`src/rtl/ps2_rx_sequencer_if.sv`:
```
// ps2_rx_sequencer_if -- key-event bus from the PS/2 receiver to its consumer.
//   EVT_CODE/EVT_BREAK/EVT_EXT : head event (scan code, F0 seen, E0 seen)
//   EVT_VALID / EVT_READY      : valid/ready handshake, transfer on both high
//   FRAME_ERR                  : one-cycle pulse per rejected frame
//   OVERFLOW                   : sticky, an event was dropped on a full FIFO
// master = receiver side, slave = consumer side.
interface ps2_rx_sequencer_if;
  logic [7:0] EVT_CODE;
  logic       EVT_BREAK;
  logic       EVT_EXT;
  logic       EVT_VALID;
  logic       EVT_READY;
  logic       FRAME_ERR;
  logic       OVERFLOW;

  modport master (
    output EVT_CODE, EVT_BREAK, EVT_EXT, EVT_VALID, FRAME_ERR, OVERFLOW,
    input  EVT_READY
  );

  modport slave (
    input  EVT_CODE, EVT_BREAK, EVT_EXT, EVT_VALID, FRAME_ERR, OVERFLOW,
    output EVT_READY
  );
endinterface

```
`src/rtl/ps2_rx_sequencer.sv`:
```
// ps2_rx_sequencer -- PS/2 keyboard receive controller.
// Synchronises PS2_CLK/PS2_DAT, walks each 11-bit frame through an FSM
// (start/data/parity/stop) guarded by an inter-bit watchdog, folds F0/E0
// prefixes into flags and queues complete key events in a small FIFO.
// Ports:
//   CLOCK_50 : system clock (only clock)
//   RESET    : asynchronous active-high reset
//   PS2_CLK  : raw keyboard clock (asynchronous)
//   PS2_DAT  : raw keyboard data (asynchronous)
//   evt      : event bus (ps2_rx_sequencer_if.master)
// Parameters: TIMEOUT_CYCLES (watchdog limit between falling edges),
//             FIFO_DEPTH (event entries, power of two >= 2).
// Build option: define PS2_PARITY_CHECK_EN to enforce odd parity; otherwise
// the parity bit is sampled and ignored.
module ps2_rx_sequencer #(
  parameter int TIMEOUT_CYCLES = 50000,
  parameter int FIFO_DEPTH     = 4
) (
  input  logic                   CLOCK_50,
  input  logic                   RESET,
  input  logic                   PS2_CLK,
  input  logic                   PS2_DAT,
  ps2_rx_sequencer_if.master     evt
);
  localparam int WD_W = $clog2(TIMEOUT_CYCLES);
  localparam int AW   = $clog2(FIFO_DEPTH);
  localparam int CW   = AW + 1;

  typedef enum logic [1:0] {IDLE, DATA, PARITY, STOP} state_t;

  typedef struct packed {
    logic       ext;
    logic       brk;
    logic [7:0] code;
  } evt_t;

  // ---------------- synchronisers and falling-edge detect ----------------
  // Sync flops reset high (idle bus) so release from reset never fakes an edge.
  // The edge pulse and the data sample are registered together so the data
  // bit is always aligned with its edge.
  logic [1:0] clk_sync, dat_sync;
  logic       clk_prev, fall_q, dat_q;

  always_ff @(posedge CLOCK_50 or posedge RESET) begin
    if (RESET) begin
      clk_sync <= 2'b11;
      dat_sync <= 2'b11;
      clk_prev <= 1'b1;
      fall_q   <= 1'b0;
      dat_q    <= 1'b1;
    end else begin
      clk_sync <= {clk_sync[0], PS2_CLK};
      dat_sync <= {dat_sync[0], PS2_DAT};
      clk_prev <= clk_sync[1];
      fall_q   <= clk_prev & ~clk_sync[1];
      dat_q    <= dat_sync[1];
    end
  end

  // ---------------- frame FSM ----------------
  state_t          state, state_n;
  logic [2:0]      bit_cnt, bit_cnt_n;
  logic [7:0]      shreg, shreg_n;
  logic            par_bit, par_bit_n;
  logic [WD_W-1:0] wd_cnt, wd_cnt_n;
  logic            err_n, acc_n, timeout;
  logic            parity_ok;

`ifdef PS2_PARITY_CHECK_EN
  assign parity_ok = ^{shreg, par_bit};   // odd parity over data + parity
`else
  assign parity_ok = 1'b1;
`endif

  always_comb begin
    state_n   = state;
    bit_cnt_n = bit_cnt;
    shreg_n   = shreg;
    par_bit_n = par_bit;
    err_n     = 1'b0;
    acc_n     = 1'b0;
    timeout   = 1'b0;
    wd_cnt_n  = (state == IDLE || fall_q) ? '0 : wd_cnt + 1'b1;

    // Watchdog wins over a coincident edge: the frame is already stale.
    if (state != IDLE && wd_cnt == WD_W'(TIMEOUT_CYCLES - 1)) begin
      state_n  = IDLE;
      err_n    = 1'b1;
      timeout  = 1'b1;
      wd_cnt_n = '0;
    end else if (fall_q) begin
      unique case (state)
        IDLE: begin
          if (!dat_q) begin
            state_n   = DATA;
            bit_cnt_n = '0;
          end else begin
            err_n = 1'b1;
          end
        end
        DATA: begin
          shreg_n   = {dat_q, shreg[7:1]};   // LSB first
          bit_cnt_n = bit_cnt + 1'b1;
          if (bit_cnt == 3'd7) state_n = PARITY;
        end
        PARITY: begin
          par_bit_n = dat_q;
          state_n   = STOP;
        end
        STOP: begin
          if (dat_q && parity_ok) acc_n = 1'b1;
          else                    err_n = 1'b1;
          state_n = IDLE;
        end
        default: state_n = IDLE;
      endcase
    end
  end

  always_ff @(posedge CLOCK_50 or posedge RESET) begin
    if (RESET) begin
      state   <= IDLE;
      bit_cnt <= '0;
      shreg   <= '0;
      par_bit <= 1'b0;
      wd_cnt  <= '0;
    end else begin
      state   <= state_n;
      bit_cnt <= bit_cnt_n;
      shreg   <= shreg_n;
      par_bit <= par_bit_n;
      wd_cnt  <= wd_cnt_n;
    end
  end

  // ---------------- prefix decode + event FIFO ----------------
  logic          acc_vld, frame_err, overflow, brk_flag, ext_flag;
  logic [7:0]    acc_byte;
  evt_t          mem [FIFO_DEPTH];
  logic [AW-1:0] wr_ptr, rd_ptr;
  logic [CW-1:0] count;
  logic          is_f0, is_e0, push_req, full, pop, push, drop;

  assign is_f0    = (acc_byte == 8'hF0);
  assign is_e0    = (acc_byte == 8'hE0);
  assign push_req = acc_vld & ~is_f0 & ~is_e0;
  assign full     = (count == CW'(FIFO_DEPTH));
  assign pop      = (count != '0) & evt.EVT_READY;
  // A full FIFO still accepts a push when the head leaves in the same cycle.
  assign push     = push_req & (~full | pop);
  assign drop     = push_req & full & ~pop;

  always_ff @(posedge CLOCK_50 or posedge RESET) begin
    if (RESET) begin
      acc_vld   <= 1'b0;
      acc_byte  <= '0;
      frame_err <= 1'b0;
      overflow  <= 1'b0;
      brk_flag  <= 1'b0;
      ext_flag  <= 1'b0;
      wr_ptr    <= '0;
      rd_ptr    <= '0;
      count     <= '0;
      for (int i = 0; i < FIFO_DEPTH; i++) mem[i] <= '0;
    end else begin
      acc_vld   <= acc_n;
      if (acc_n) acc_byte <= shreg;
      frame_err <= err_n;
      if (drop) overflow <= 1'b1;

      // Timeout and accept never coincide: acc_vld is only set in IDLE.
      if (timeout) begin
        brk_flag <= 1'b0;
        ext_flag <= 1'b0;
      end else if (acc_vld) begin
        if (is_f0)      brk_flag <= 1'b1;
        else if (is_e0) ext_flag <= 1'b1;
        else begin
          brk_flag <= 1'b0;
          ext_flag <= 1'b0;
        end
      end

      if (push) begin
        mem[wr_ptr] <= '{ext: ext_flag, brk: brk_flag, code: acc_byte};
        wr_ptr      <= wr_ptr + 1'b1;
      end
      if (pop) rd_ptr <= rd_ptr + 1'b1;
      unique case ({push, pop})
        2'b10:   count <= count + 1'b1;
        2'b01:   count <= count - 1'b1;
        default: count <= count;
      endcase
    end
  end

  assign evt.EVT_VALID = (count != '0);
  assign evt.EVT_CODE  = mem[rd_ptr].code;
  assign evt.EVT_BREAK = mem[rd_ptr].brk;
  assign evt.EVT_EXT   = mem[rd_ptr].ext;
  assign evt.FRAME_ERR = frame_err;
  assign evt.OVERFLOW  = overflow;
endmodule
```
`src/flat_wrapper.sv`:
```
// flat-port wrapper written by rule: the top's interface ports become plain ports
module ps2_rx_sequencer_flat 
#(
  parameter int TIMEOUT_CYCLES = 50000,
  parameter int FIFO_DEPTH     = 4
)
  (CLOCK_50, RESET, PS2_CLK, PS2_DAT, evt_EVT_CODE, evt_EVT_BREAK, evt_EVT_EXT, evt_EVT_VALID, evt_FRAME_ERR, evt_OVERFLOW, evt_EVT_READY);
  ps2_rx_sequencer_if evt_i ();
  input  logic CLOCK_50;
  input  logic RESET;
  input  logic PS2_CLK;
  input  logic PS2_DAT;
  output wire logic [$bits(evt_i.EVT_CODE)-1:0] evt_EVT_CODE;
  output wire logic [$bits(evt_i.EVT_BREAK)-1:0] evt_EVT_BREAK;
  output wire logic [$bits(evt_i.EVT_EXT)-1:0] evt_EVT_EXT;
  output wire logic [$bits(evt_i.EVT_VALID)-1:0] evt_EVT_VALID;
  output wire logic [$bits(evt_i.FRAME_ERR)-1:0] evt_FRAME_ERR;
  output wire logic [$bits(evt_i.OVERFLOW)-1:0] evt_OVERFLOW;
  input wire logic [$bits(evt_i.EVT_READY)-1:0] evt_EVT_READY;
  assign evt_EVT_CODE = evt_i.EVT_CODE;
  assign evt_EVT_BREAK = evt_i.EVT_BREAK;
  assign evt_EVT_EXT = evt_i.EVT_EXT;
  assign evt_EVT_VALID = evt_i.EVT_VALID;
  assign evt_FRAME_ERR = evt_i.FRAME_ERR;
  assign evt_OVERFLOW = evt_i.OVERFLOW;
  assign evt_i.EVT_READY = evt_EVT_READY;
  ps2_rx_sequencer #(.TIMEOUT_CYCLES(TIMEOUT_CYCLES), .FIFO_DEPTH(FIFO_DEPTH)) u_core (.CLOCK_50(CLOCK_50), .RESET(RESET), .PS2_CLK(PS2_CLK), .PS2_DAT(PS2_DAT), .evt(evt_i));
endmodule
```
`config.mk`:
```
export PLATFORM = sky130hd
export DESIGN_NAME = ps2_rx_sequencer_flat
export DESIGN_NICKNAME = d
export VERILOG_FILES = /design/src/rtl/ps2_rx_sequencer_if.sv /design/src/rtl/ps2_rx_sequencer.sv /design/src/flat_wrapper.sv
export SDC_FILE = /design/constraint.sdc
export NUM_CORES = 1
export LEC_CHECK = 0
export BUFFER_PORTS_ARGS = -buffer_cell sky130_fd_sc_hd__buf_2
export CAP_MARGIN = 30
export CORE_MARGIN = 10
export CORE_UTILIZATION = 45
export DETAILED_ROUTE_END_ITERATION = 10
export HOLD_SLACK_MARGIN = 0.03
export SLEW_MARGIN = 20
export SYNTH_ARGS = -nofsm -noshare
export SYNTH_HDL_FRONTEND = slang
export SYNTH_SLANG_ARGS = --single-unit
export TNS_END_PERCENT = 100
```
`constraint.sdc`:
```
create_clock -name CLOCK_50 -period 3.6 [get_ports CLOCK_50]
set_input_delay 0 -clock CLOCK_50 [delete_from_list [all_inputs] [get_ports CLOCK_50]]
set_output_delay 0 -clock CLOCK_50 [all_outputs]
set_load 0.005 [all_outputs]
```
=== After elaboration in Yosys (flattened, before gate mapping) ===
Index checks and enable logic that the tools add are counted.
W data, S select, Z words.

* Add/subtract/negate cells: 6
* $lt $le $gt $ge: 3
* Equality and inequality tests: 15
* Multiplexer cells: 33
* Bitwise logic cells: 16
* Reductions and logical operators: 15

{| class="wikitable"
|+ Operators with widths
! operator !! count
|-
| $bwmux W40 || 1
|-
| $mux W16 || 2
|-
| $mux W10 || 3
|-
| $bmux W10 S2 || 1
|-
| $demux W10 S2 || 1
|-
| $add A16 B1 Y16 const B || 1
|-
| $eq A16 B16 Y1 const B || 1
|-
| $eq A8 B8 Y1 const B || 2
|-
| $mux W1 || 16
|-
| $pmux W3 S2 || 2
|-
| $reduce_bool A2 Y1 || 5
|-
| $mux W2 || 4
|-
| $pmux W2 S4 || 1
|-
| $and A1 B1 Y1 || 7
|-
| $add A3 B1 Y3 const B || 2
|-
| $eq A2 B2 Y1 const B || 3
|-
| $eq A3 B3 Y1 const B || 2
|-
| $ge A3 B3 Y1 const B || 2
|-
| $ne A3 B1 Y1 const B || 2
|-
| $not A1 Y1 || 6
|-
| $not A2 Y3 || 2
|-
| $reduce_and A3 Y1 || 2
|-
| $add A2 B1 Y2 const B || 2
|-
| $eq A2 B1 Y1 const B || 2
|-
| 14 further kinds || 16
|}

* Register bits: 96
* Logic and storage cells: 118

=== Depth between registers and ports, before layout ===
Gate-level depths: netlist of run 1.

* Depth after elaboration: 7
* Gate-level depth with buffers: 8
* Mapped depth without buffers: 7

=== Worst setup path before layout of run 1 ===
Ideal clock, no wire load.

* Path kind: flip-flop to flip-flop
* Start point: register u_core.state[0]
* End point: register u_core.wd_cnt[10]
* Data arrival time: 2.095 ns
* Data required time: 3.481 ns
* Slack: 1.386 ns
* Cell stages (with the launch flop): 9
* Path through: dfrtp_1 inv_1 ha_1 or4_4 nor4_4 or3_1 buf_2 buf_4 nor2_1

* Longest elaborated chain between the ends: 4
* Elaborated cells on any way between the ends: 6
* Classes of those cells: mux (2); reduce/logical (4)

{| class="wikitable"
|+ Ends and longest elaborated chain
! what !! RTL line !! RTL
|-
| start, declared || ps2_rx_sequencer.sv:61 || <nowiki>state_t state, state_n;</nowiki>
|-
| start signal, assigned || ps2_rx_sequencer.sv:128 || <nowiki>state <= state_n;</nowiki>
|-
| $logic_not A2 Y1 || ps2_rx_sequencer.sv:83 || <nowiki>wd_cnt_n = (state == IDLE || fall_q) ? '0 : wd_cnt + 1'b1;</nowiki>
|-
| $logic_or A1 B1 Y1 || ps2_rx_sequencer.sv:83 ||
|-
| $mux W16 || ps2_rx_sequencer.sv:83 ||
|-
| $mux W16 * || ps2_rx_sequencer.sv:86 || <nowiki>if (state != IDLE && wd_cnt == WD_W'(TIMEOUT_CYCLES - 1)) begin</nowiki>
|-
| net u_core.wd_cnt_n[10] || ps2_rx_sequencer.sv:65 || <nowiki>logic [WD_W-1:0] wd_cnt, wd_cnt_n;</nowiki>
|-
| end signal, assigned || ps2_rx_sequencer.sv:132 || <nowiki>wd_cnt <= wd_cnt_n;</nowiki>
|-
| end, declared || ps2_rx_sequencer.sv:65 ||
|}

Mark *: on every way through the listed nets, which the timed path passes. The rest lies on a longest branch.
A chain may end at the register's enable or synchronous reset.

=== Worst setup path after layout of run 1 ===
* Start point: register u_core.state[0]
* End point: register u_core.wd_cnt[3]

The elaborated chain is that of the path after synthesis.

==> results.cfg, run 1 <==
[global_routing]
grt_pass1_vias = 2462
grt_pass1_wl_um = 12420
grt_max_degree = 44
grt_usage = 0.1144
grt_antenna_before_repair = 0
grt.overflow.total = 0

[clocking]
cts_sinks = 96
clkLatencyLatePin_ns = 0.35
cts_tree = yes
path_clk_slew_ns = 0.09
cts_setup_buffers = 0
cts_resized = 0
cts_hold_buf = 4
cts_root_buffer = clkbuf_8
h-tree-depth = 3
cts_buffers = 9
clk_path_buf_depth = 2

[setup_path]
required_ns = 3.81
path_cells = inv_1 -> ha_1 -> or4_4 -> nor4_4 -> or3_1 -> nor2_1
cp_slowest_stage_delay_ns = 0.57
start_kind = flip-flop
setup.worst_path.class = reg2reg
critPathSlowestCell = or4_4
critPathCaptureType = flip-flop
cp.arrival_ns = 2.77
reg2reg_setup_slack_ns = 1.05
cp_num_buf_inv = 1
crit_family = simple AND/OR/NAND/NOR gates
crit_fanout = 16

[layout]
utilization = 0.5116
fin_area_um2 = 4705
final-seq-area_um2 = 2410
area_growth_pct = 11.05
fill_cells = 789
layout-drive-gt1-share = 0.3441
multiInputGateArea_um2 = 1758
num_antenna_cells = 0
nNetsFinal = 353

[synthesis]
syn_nets = 323
netlist_area_um2 = 4237
synthCells = 306
yosys_warnings = 0
synth.avg_cell_area_um2 = 13.84
synth-edff-count = 0
netlist-cell-type-count = 44
synthFlopType = dfrtp_1
ys_seq_area_frac = 0.5688
ys_ff_latch = 96
async_reset_ff_frac = 1.000

[sta]
finalHoldViolations = 0
fin_setup_tns_ns = 0
period_needed_ns = 2.554
fmax_mhz = 391.6
hold_ws_ns = 0.2473
tightestPinTransition_ns = 0.7320
slew_headroom = 0.5120
fin_skew_ns = 0.01107
finalSetupViolations = 0
drv_slew = 0
finalCritPeriodShare = 0.7094
grt_setup_unrepaired = false

[drt]
vias = 2450
post_drt_wl_per_cell_um = 16.18
drtIter0Drc = 140
ant_nets = 0
drtPass1Iterations = 4
drc = 0
wl_um = 7295
viasPerCell = 5.432

[place]
io_buffers = 17
place_area_um2 = 4471
dp_hpwl_um = 5054
gp_congestion = 0.7938

[die]
die_y_um = 117.0
initial_core_util = 0.4607
rows = 35
die_area_um2 = 13700
coreArea_um2 = 9196
ios = 18
die_w_um = 117.0

[pwr]
p_leak_nw = 2.228
ir_drop_mv = 0.2874
cellPowerDensity_nw_per_um2 = 578.4

[run_status]
status = completed

[run]
maxCapViolCount = 0

[min_path]
hold_path_class = in2async
## cells in the final DEF (no fill, tap or decap), types with 4 or more instances in the layout
cell type | synthesis | routed
dfrtp_1 | 90 | 90
mux2_2 | 56 | 56
nor2_1 | 20 | 20
buf_2 | 1 | 17
xnor2_1 | 16 | 16
inv_1 | 13 | 12
ha_1 | 11 | 11
nand2_1 | 10 | 10
mux4_2 | 10 | 10
clkbuf_8 | 0 | 10
nand3_1 | 7 | 7
dfstp_2 | 6 | 6
o21ai_0 | 5 | 5
or3_1 | 5 | 5
a21oi_1 | 5 | 5
nand2_2 | 4 | 4
nand4_1 | 4 | 4
nor4_1 | 4 | 4
dlygate4sd3_1 | 0 | 4
## synth_stat cells (4+ instances only)
cell,count,area (µm²)
dfrtp_1,90,2252
mux2_2,56,630.6
nor2_1,20,75.07
xnor2_1,16,140.1
inv_1,13,48.80
ha_1,11,137.6
mux4_2,10,225.2
nand2_1,10,37.54
nand3_1,7,35.03
dfstp_2,6,157.7
a21oi_1,5,25.02
o21ai_0,5,25.02
or3_1,5,31.28
nand2_2,4,25.02
nand4_1,4,25.02
nor4_1,4,25.02
## through the flow
step | setup WS [ns] | std cells | power, mW
2_1_floorplan | 1.105 | 306 | 1.903
3_3_place_gp | 1.144 | 431 | 2.040
3_5_place_dp | 1.038 | 432 | 2.066
4_1_cts | 1.025 | 451 | 2.771
5_1_grt | 0.8121 | 451 | 2.908
6_report | 1.046 | 451 | 2.721
## state kept, by name, summed over array words and instances, names as in the netlist, 2 cells and up
register         cells
u_core.acc_byte      8
u_core.bit_cnt       3
u_core.clk_sync      2
u_core.count         3
u_core.dat_sync      2
u_core.mem          40
u_core.rd_ptr        2
u_core.shreg         8
u_core.state         2
u_core.wd_cnt       16
u_core.wr_ptr        2
## worst min-delay path, delay by kind of cell
family	cells	cell delay [ns]
buf+inv	3	1.06
## per-layer routing
| metal | vias up | wire length [µm] | GRT usage |
|---|---|---|---|
| met2 | 29 | 3630 | 0.1927 |
| met4 | 0 | 104 | 0.03460 |
| li1 | 1153 | - | - |
| met1 | 1257 | 3333 | 0.1409 |
| met3 | 11 | 226 | 0.03007 |
| met5 | - | 0 | 0 |
## where the power goes
part	internal (mW)	switching (mW)
combinational	0.309	0.244
clock	0.337	0.356
sequential	1.26	0.219
total	1.90	0.819
## kinds of logic after synthesis
family,share of synthesized area
mux,0.2120
flops,0.5688
simple gates,0.09509
fa+ha+maj,0.03721
buf+inv,0.01624
xor+xnor,0.03514
compound gates,0.03544
## worst paths after layout
path | to | cells after the start | from
worst max-delay path | u_core.wd_cnt[3] | 6 | u_core.state[0]
worst min-delay path | u_core.mem[16] | 3 | RESET
max in group asynchronous | u_core.mem[7] | 5 | RESET
worst max register to register | u_core.wd_cnt[3] | 6 | u_core.state[0]
worst min register to register | u_core.dat_q | 0 | u_core.dat_sync[1]
min in group CLOCK_50 | u_core.clk_sync[0] | 2 | PS2_CLK
## final cells by class
cell class                      count  area share
Sequential cell                    96      0.5122
Multi-Input combinational cell    193      0.3737
Timing Repair Buffer               23     0.03245
Tap cell                          111     0.02952
Clock buffer                       10     0.02926
Clock inverter                      5     0.01197
Inverter                           13     0.01090
No activity file was read; power rests on OpenSTA's default activity.
==> inputs of run 2 (changes only) <==
==> constraint.sdc (replaced) <==
create_clock -name CLOCK_50 -period 2.4 [get_ports CLOCK_50]
set_input_delay 0 -clock CLOCK_50 [delete_from_list [all_inputs] [get_ports CLOCK_50]]
set_output_delay 0 -clock CLOCK_50 [all_outputs]
set_load 0.005 [all_outputs]
==> run 2 against run 1 <==
  * First-iteration DRC count fell by 41%
  * Critical path depth unchanged
  * Worst hold slack got worse by 0.046 ns
  * Sequential power is 48% higher
  * Non-clock buffer count is 7 higher
  * Setup slack worse by 0.90 ns
  * Global-route usage grew 0.50 points
  * Critical path type unchanged
  * Wire length increased by 0.53%
  * Sequential share of layout area shrank 1.2 points
==> results.cfg, run 2 (synthesis gave the netlist of run 1 again) <==
[global_routing]
grt_max_degree = 54
globalRouteMet3Util = 0.03211
grt_antenna_before_repair = 0
gr-usage-met2 = 0.1999
grt_usage = 0.1195
grt_pass1_vias = 2555
grt.overflow.total = 0
gr-usage-met1 = 0.1475
gr-max-usage-layer = met2
grt_pass1_wl_um = 12880

[layout]
fill_cells = 794
final_cell_mix = dfrtp_1 (90), mux2_2 (56), nor2_1 (20)
final-seq-area_um2 = 2410
largest_register_ffs = 40
top_regs = u_core.mem x40, u_core.wd_cnt x16
layout-drive-gt1-share = 0.3563
num_antenna_cells = 0
area_growth_pct = 13.70
fin_area_um2 = 4817
largest_register = u_core.mem
multiInputGateArea_um2 = 1763
utilization = 0.5238
final_common_cell = dfrtp_1
nNetsFinal = 360

[setup_path]
critPathCaptureType = flip-flop
cp.arrival_ns = 2.55
setup.worst_path.class = reg2reg
crit_fanout = 5
required_ns = 2.70
start_kind = flip-flop

[sta]
finalSetupViolations = 0
fin_setup_tns_ns = 0
slew_headroom = 0.6401
period_needed_ns = 2.253
drv_slew = 0
finalCritPeriodShare = 0.9386
finalHoldViolations = 0
setup_slack_ns = 0.1473
tightestPinTransition_ns = 0.5343
fin_skew_ns = 0.008761
fmax_mhz = 443.9
grt_setup_unrepaired = false

[clocking]
cts_root_buffer = clkbuf_8
clk_path_buf_depth = 2
path_clk_slew_ns = 0.08
cts_buffers = 9
h-tree-depth = 3
clkLatencyLatePin_ns = 0.36
cts_tree = yes
cts_sinks = 96

[die]
rows = 35
ios = 18
die_area_um2 = 13700
die_y_um = 117.0
coreArea_um2 = 9196
die_w_um = 117.0
initial_core_util = 0.4607

[drt]
ant_nets = 0
drtIter0Drc = 83
wl_um = 7334
post_drt_wl_per_cell_um = 15.98
vias = 2478
drc = 0
viasPerCell = 5.399
drtPass1Iterations = 4

[place]
dp_hpwl_um = 5151
io_buffers = 17
gp_congestion = 0.7315
place_area_um2 = 4529
post-place-ws_ns = 0.1225

[run]
maxCapViolCount = 0

[pwr]
p_leak_nw = 2.282
finalPower_mw = 4.352
ir_drop_mv = 0.4902
cellPowerDensity_nw_per_um2 = 903.4

[run_status]
status = completed

[min_path]
hold_path_class = in2async
[run 2: cell types whose count changed in the layout (fill, tap and decap cells not counted), sizes merged]
cell / delta
buf: +7
inv: -2
clkinvlp: +1
bufinv: +2
[run 2: area by class of cell]
| class | count | area share |
|---|---|---|
| inverters | 13 | 0.01091 |
| clock inverters | 6 | 0.02234 |
| clock buffers | 10 | 0.02649 |
| flip-flops and latches | 96 | 0.5003 |
| well taps | 111 | 0.02883 |
| multi-input cells | 193 | 0.3660 |
| repair buffers | 30 | 0.04519 |
[run 2: where the power goes]
part / leakage (nW) / internal [mW] / total, mW / switching, mW
combinational: 0.883 / 0.523 / 0.933 / 0.410
clock: 0.116 / 0.689 / 1.23 / 0.542
sequential: 1.28 / 1.88 / 2.19 / 0.303
[run 2: path summary, 6_finish.rpt]
| kind | start | to | slack (ns) | cells past startpoint |
|---|---|---|---|---|
| worst max-delay path | u_core.state[0] | u_core.bit_cnt[0] | 0.15 | 6 |
| worst min-delay path | RESET | u_core.wd_cnt[2] | 0.20 | 3 |
| worst max register to register | u_core.state[0] | u_core.bit_cnt[0] | 0.15 | 6 |
| worst min register to register | u_core.clk_sync[0] | u_core.clk_sync[1] | 0.36 | 0 |
| max in group asynchronous | RESET | u_core.clk_sync[1] | 1.47 | 4 |
| min in group CLOCK_50 | PS2_CLK | u_core.clk_sync[0] | 0.28 | 2 |
[run 2: what timing repair did]
action / CTS / global route
buffers inserted: 0 / 1
endpoints found under the setup margin: 0 / 1
hold buffers: 4 / 0
endpoints found under the hold margin: 22 / 0
gates resized for setup: 0 / 1
[run 2: per-stage QoR]
| step | instances | hold slack [ns] |
|---|---|---|
| after floorplan | 306 | 0.004478 |
| after global placement | 438 | 0.03717 |
| after detailed placement | 438 | 0.04041 |
| after CTS | 458 | 0.2082 |
| after global routing | 459 | 0.2309 |
| final | 459 | 0.2009 |
[run 2: metal layers]
metal	up-vias	wire length (µm)
met5	-	0
met4	0	121
met3	13	270
met2	32	3726
met1	1262	3215
li1	1171	-
[run 2: worst max-delay path: stages (launching register included)]
cell,delay [ns]
dfrtp_1,0.42
inv_1,0.08
ha_1,0.22
or4_4,0.55
or4_1,0.55
o2111ai_1,0.16
mux2_2,0.21
==> inputs of run 3 (changes only) <==
--- a/config.mk
+++ b/config.mk
@@ -11,6 +11,7 @@
 export CORE_UTILIZATION = 45
 export DETAILED_ROUTE_END_ITERATION = 10
 export HOLD_SLACK_MARGIN = 0.03
+export RECOVER_POWER = 50
 export SLEW_MARGIN = 20
 export SYNTH_ARGS = -nofsm -noshare
 export SYNTH_HDL_FRONTEND = slang
==> run 3 against run 2 <==
  * Combinational power is 0.6% lower
  * Worst hold slack better by 0.081 ns
  * Maximum frequency hardly changed
  * Critical path type unchanged
  * Critical endpoint unchanged
  * Highest routed layer unchanged
==> results.cfg, run 3 (synthesis gave the netlist of run 1 again) <==
[run_status]
status = completed

[run]
maxCapViolCount = 0

[sta]
grt_setup_unrepaired = false
finalHoldViolations = 0
finalCritPeriodShare = 0.9391
slew_headroom = 0.1523
tightestPinTransition_ns = 1.271
finalSetupViolations = 0
period_needed_ns = 2.254
hold_ws_ns = 0.2822
fin_skew_ns = 0.009298
fin_setup_tns_ns = 0
fmax_mhz = 443.7
drv_slew = 0

[layout]
largest_register = u_core.mem
final_cell_mix = dfrtp_1 (90), mux2_2 (56), nor2_1 (20)
largest_register_ffs = 40
top_regs = u_core.mem x40, u_core.wd_cnt x16
num_antenna_cells = 0
area_growth_pct = 13.17
fill_cells = 797
nNetsFinal = 360
final_common_cell = dfrtp_1
layout-drive-gt1-share = 0.3477
fin_area_um2 = 4795
utilization = 0.5214

[setup_path]
setup.worst_path.class = reg2reg
crit_fanout = 5
cp_num_buf_inv = 1
cp_slowest_stage_delay_ns = 0.55
cp.depth = 6
crit_family = simple AND/OR/NAND/NOR gates
critPathCaptureType = flip-flop
start_kind = flip-flop
reg2reg_depth = 6
required_ns = 2.70
reg2reg_setup_slack_ns = 0.15
critPathSlowestCell = or4_4
path_cells = inv_1 -> ha_1 -> or4_4 -> or4_1 -> o2111ai_1 -> mux2_2
cp.arrival_ns = 2.55

[global_routing]
grt_usage = 0.1195
grt.overflow.total = 0
gr-max-usage-layer = met2
grt_antenna_before_repair = 0
globalRouteMet3Util = 0.03211
gr-usage-met2 = 0.1999
grt_pass1_vias = 2555
grt_max_degree = 54
grt_pass1_wl_um = 12880
gr-usage-met1 = 0.1475

[clocking]
cts_sinks = 96
clkLatencyLatePin_ns = 0.36
path_clk_slew_ns = 0.08
cts_buffers = 9
cts_tree = yes
cts_root_buffer = clkbuf_8
clk_path_buf_depth = 2
h-tree-depth = 3

[drt]
ant_nets = 0
drtPass1Iterations = 4
post_drt_wl_per_cell_um = 15.99
drc = 0
drtIter0Drc = 83
vias = 2478
viasPerCell = 5.399
wl_um = 7340

[die]
ios = 18
die_y_um = 117.0
die_area_um2 = 13700
coreArea_um2 = 9196
initial_core_util = 0.4607
die_w_um = 117.0
rows = 35

[pwr]
p_int_mw = 3.091
swShare = 0.2887
combPwrFrac = 0.213
finalPower_mw = 4.345
cellPowerDensity_nw_per_um2 = 906.2
p_seq_frac = 0.504
switchingPower_mw = 1.254
clockPowerShare = 0.283
ir_drop_mv = 0.4901
p_leak_nw = 2.268

[min_path]
holdPathStages = 2
hold_path_class = in2reg

[place]
gp_congestion = 0.7315
io_buffers = 17
place_area_um2 = 4529
dp_hpwl_um = 5151
-- run 3: changes by cell type in the layout (fill, tap and decap cells not counted), sizes merged --
cell    previous run  this run
buf               26        22
clkbuf            10        14
-- run 3: path summary, 6_finish.rpt --
| kind | from | endpoint |
|---|---|---|
| min in group asynchronous | RESET | u_core.wd_cnt[2] |
| setup reg to reg | u_core.state[0] | u_core.bit_cnt[0] |
| hold / removal | PS2_CLK | u_core.clk_sync[0] |
| setup / recovery | u_core.state[0] | u_core.bit_cnt[0] |
| hold reg to reg | u_core.dat_sync[0] | u_core.dat_sync[1] |
| max in group asynchronous | RESET | u_core.rd_ptr[1] |
-- run 3: routing by layer --
metal	vias up	wire length, µm
met5	-	0
met4	0	121
met3	13	270
met2	32	3722
met1	1262	3225
li1	1171	-
-- run 3: metrics by stage --
stage	cells	setup slack, ns
after floorplan	306	0.1865
after global placement	438	0.2007
after detailed placement	438	0.1225
after CTS	458	0.1126
after global routing	459	0.02271
final	459	0.1462
-- run 3: layout make-up --
type / instances / area (µm²) / area share
clock buffer: 10 / 127.6 / 0.02662
clock inverter: 6 / 107.6 / 0.02244
inverter: 13 / 50.05 / 0.01044
multi-input combinational: 193 / 1763 / 0.3677
sequential: 96 / 2410 / 0.5026
tap: 111 / 138.9 / 0.02897
timing repair buffer: 30 / 197.7 / 0.04123
-- run 3: power groups by stage --
stage	Clock [mW]	Combinational (mW)	Sequential, mW
after floorplan	0	0.766	2.09
final	1.23	0.927	2.19
after CTS	1.27	0.954	2.20
after detailed placement	0	0.945	2.23
after global placement	0	0.912	2.22
after global routing	1.34	1.06	2.24
-- run 3: repair_timing --
action | in CTS | in global routing
setup endpoints to repair | 0 | 1
setup buffers | 0 | 1
hold endpoints to repair | 22 | 0
resized for setup | 0 | 1
hold buffers | 4 | 0
-- run 3: worst register-to-register path, stage by stage, from the launching register on --
cell       delay, ns
dfrtp_1         0.42
inv_1           0.08
ha_1            0.22
or4_4           0.55
or4_1           0.55
o2111ai_1       0.16
mux2_2          0.21
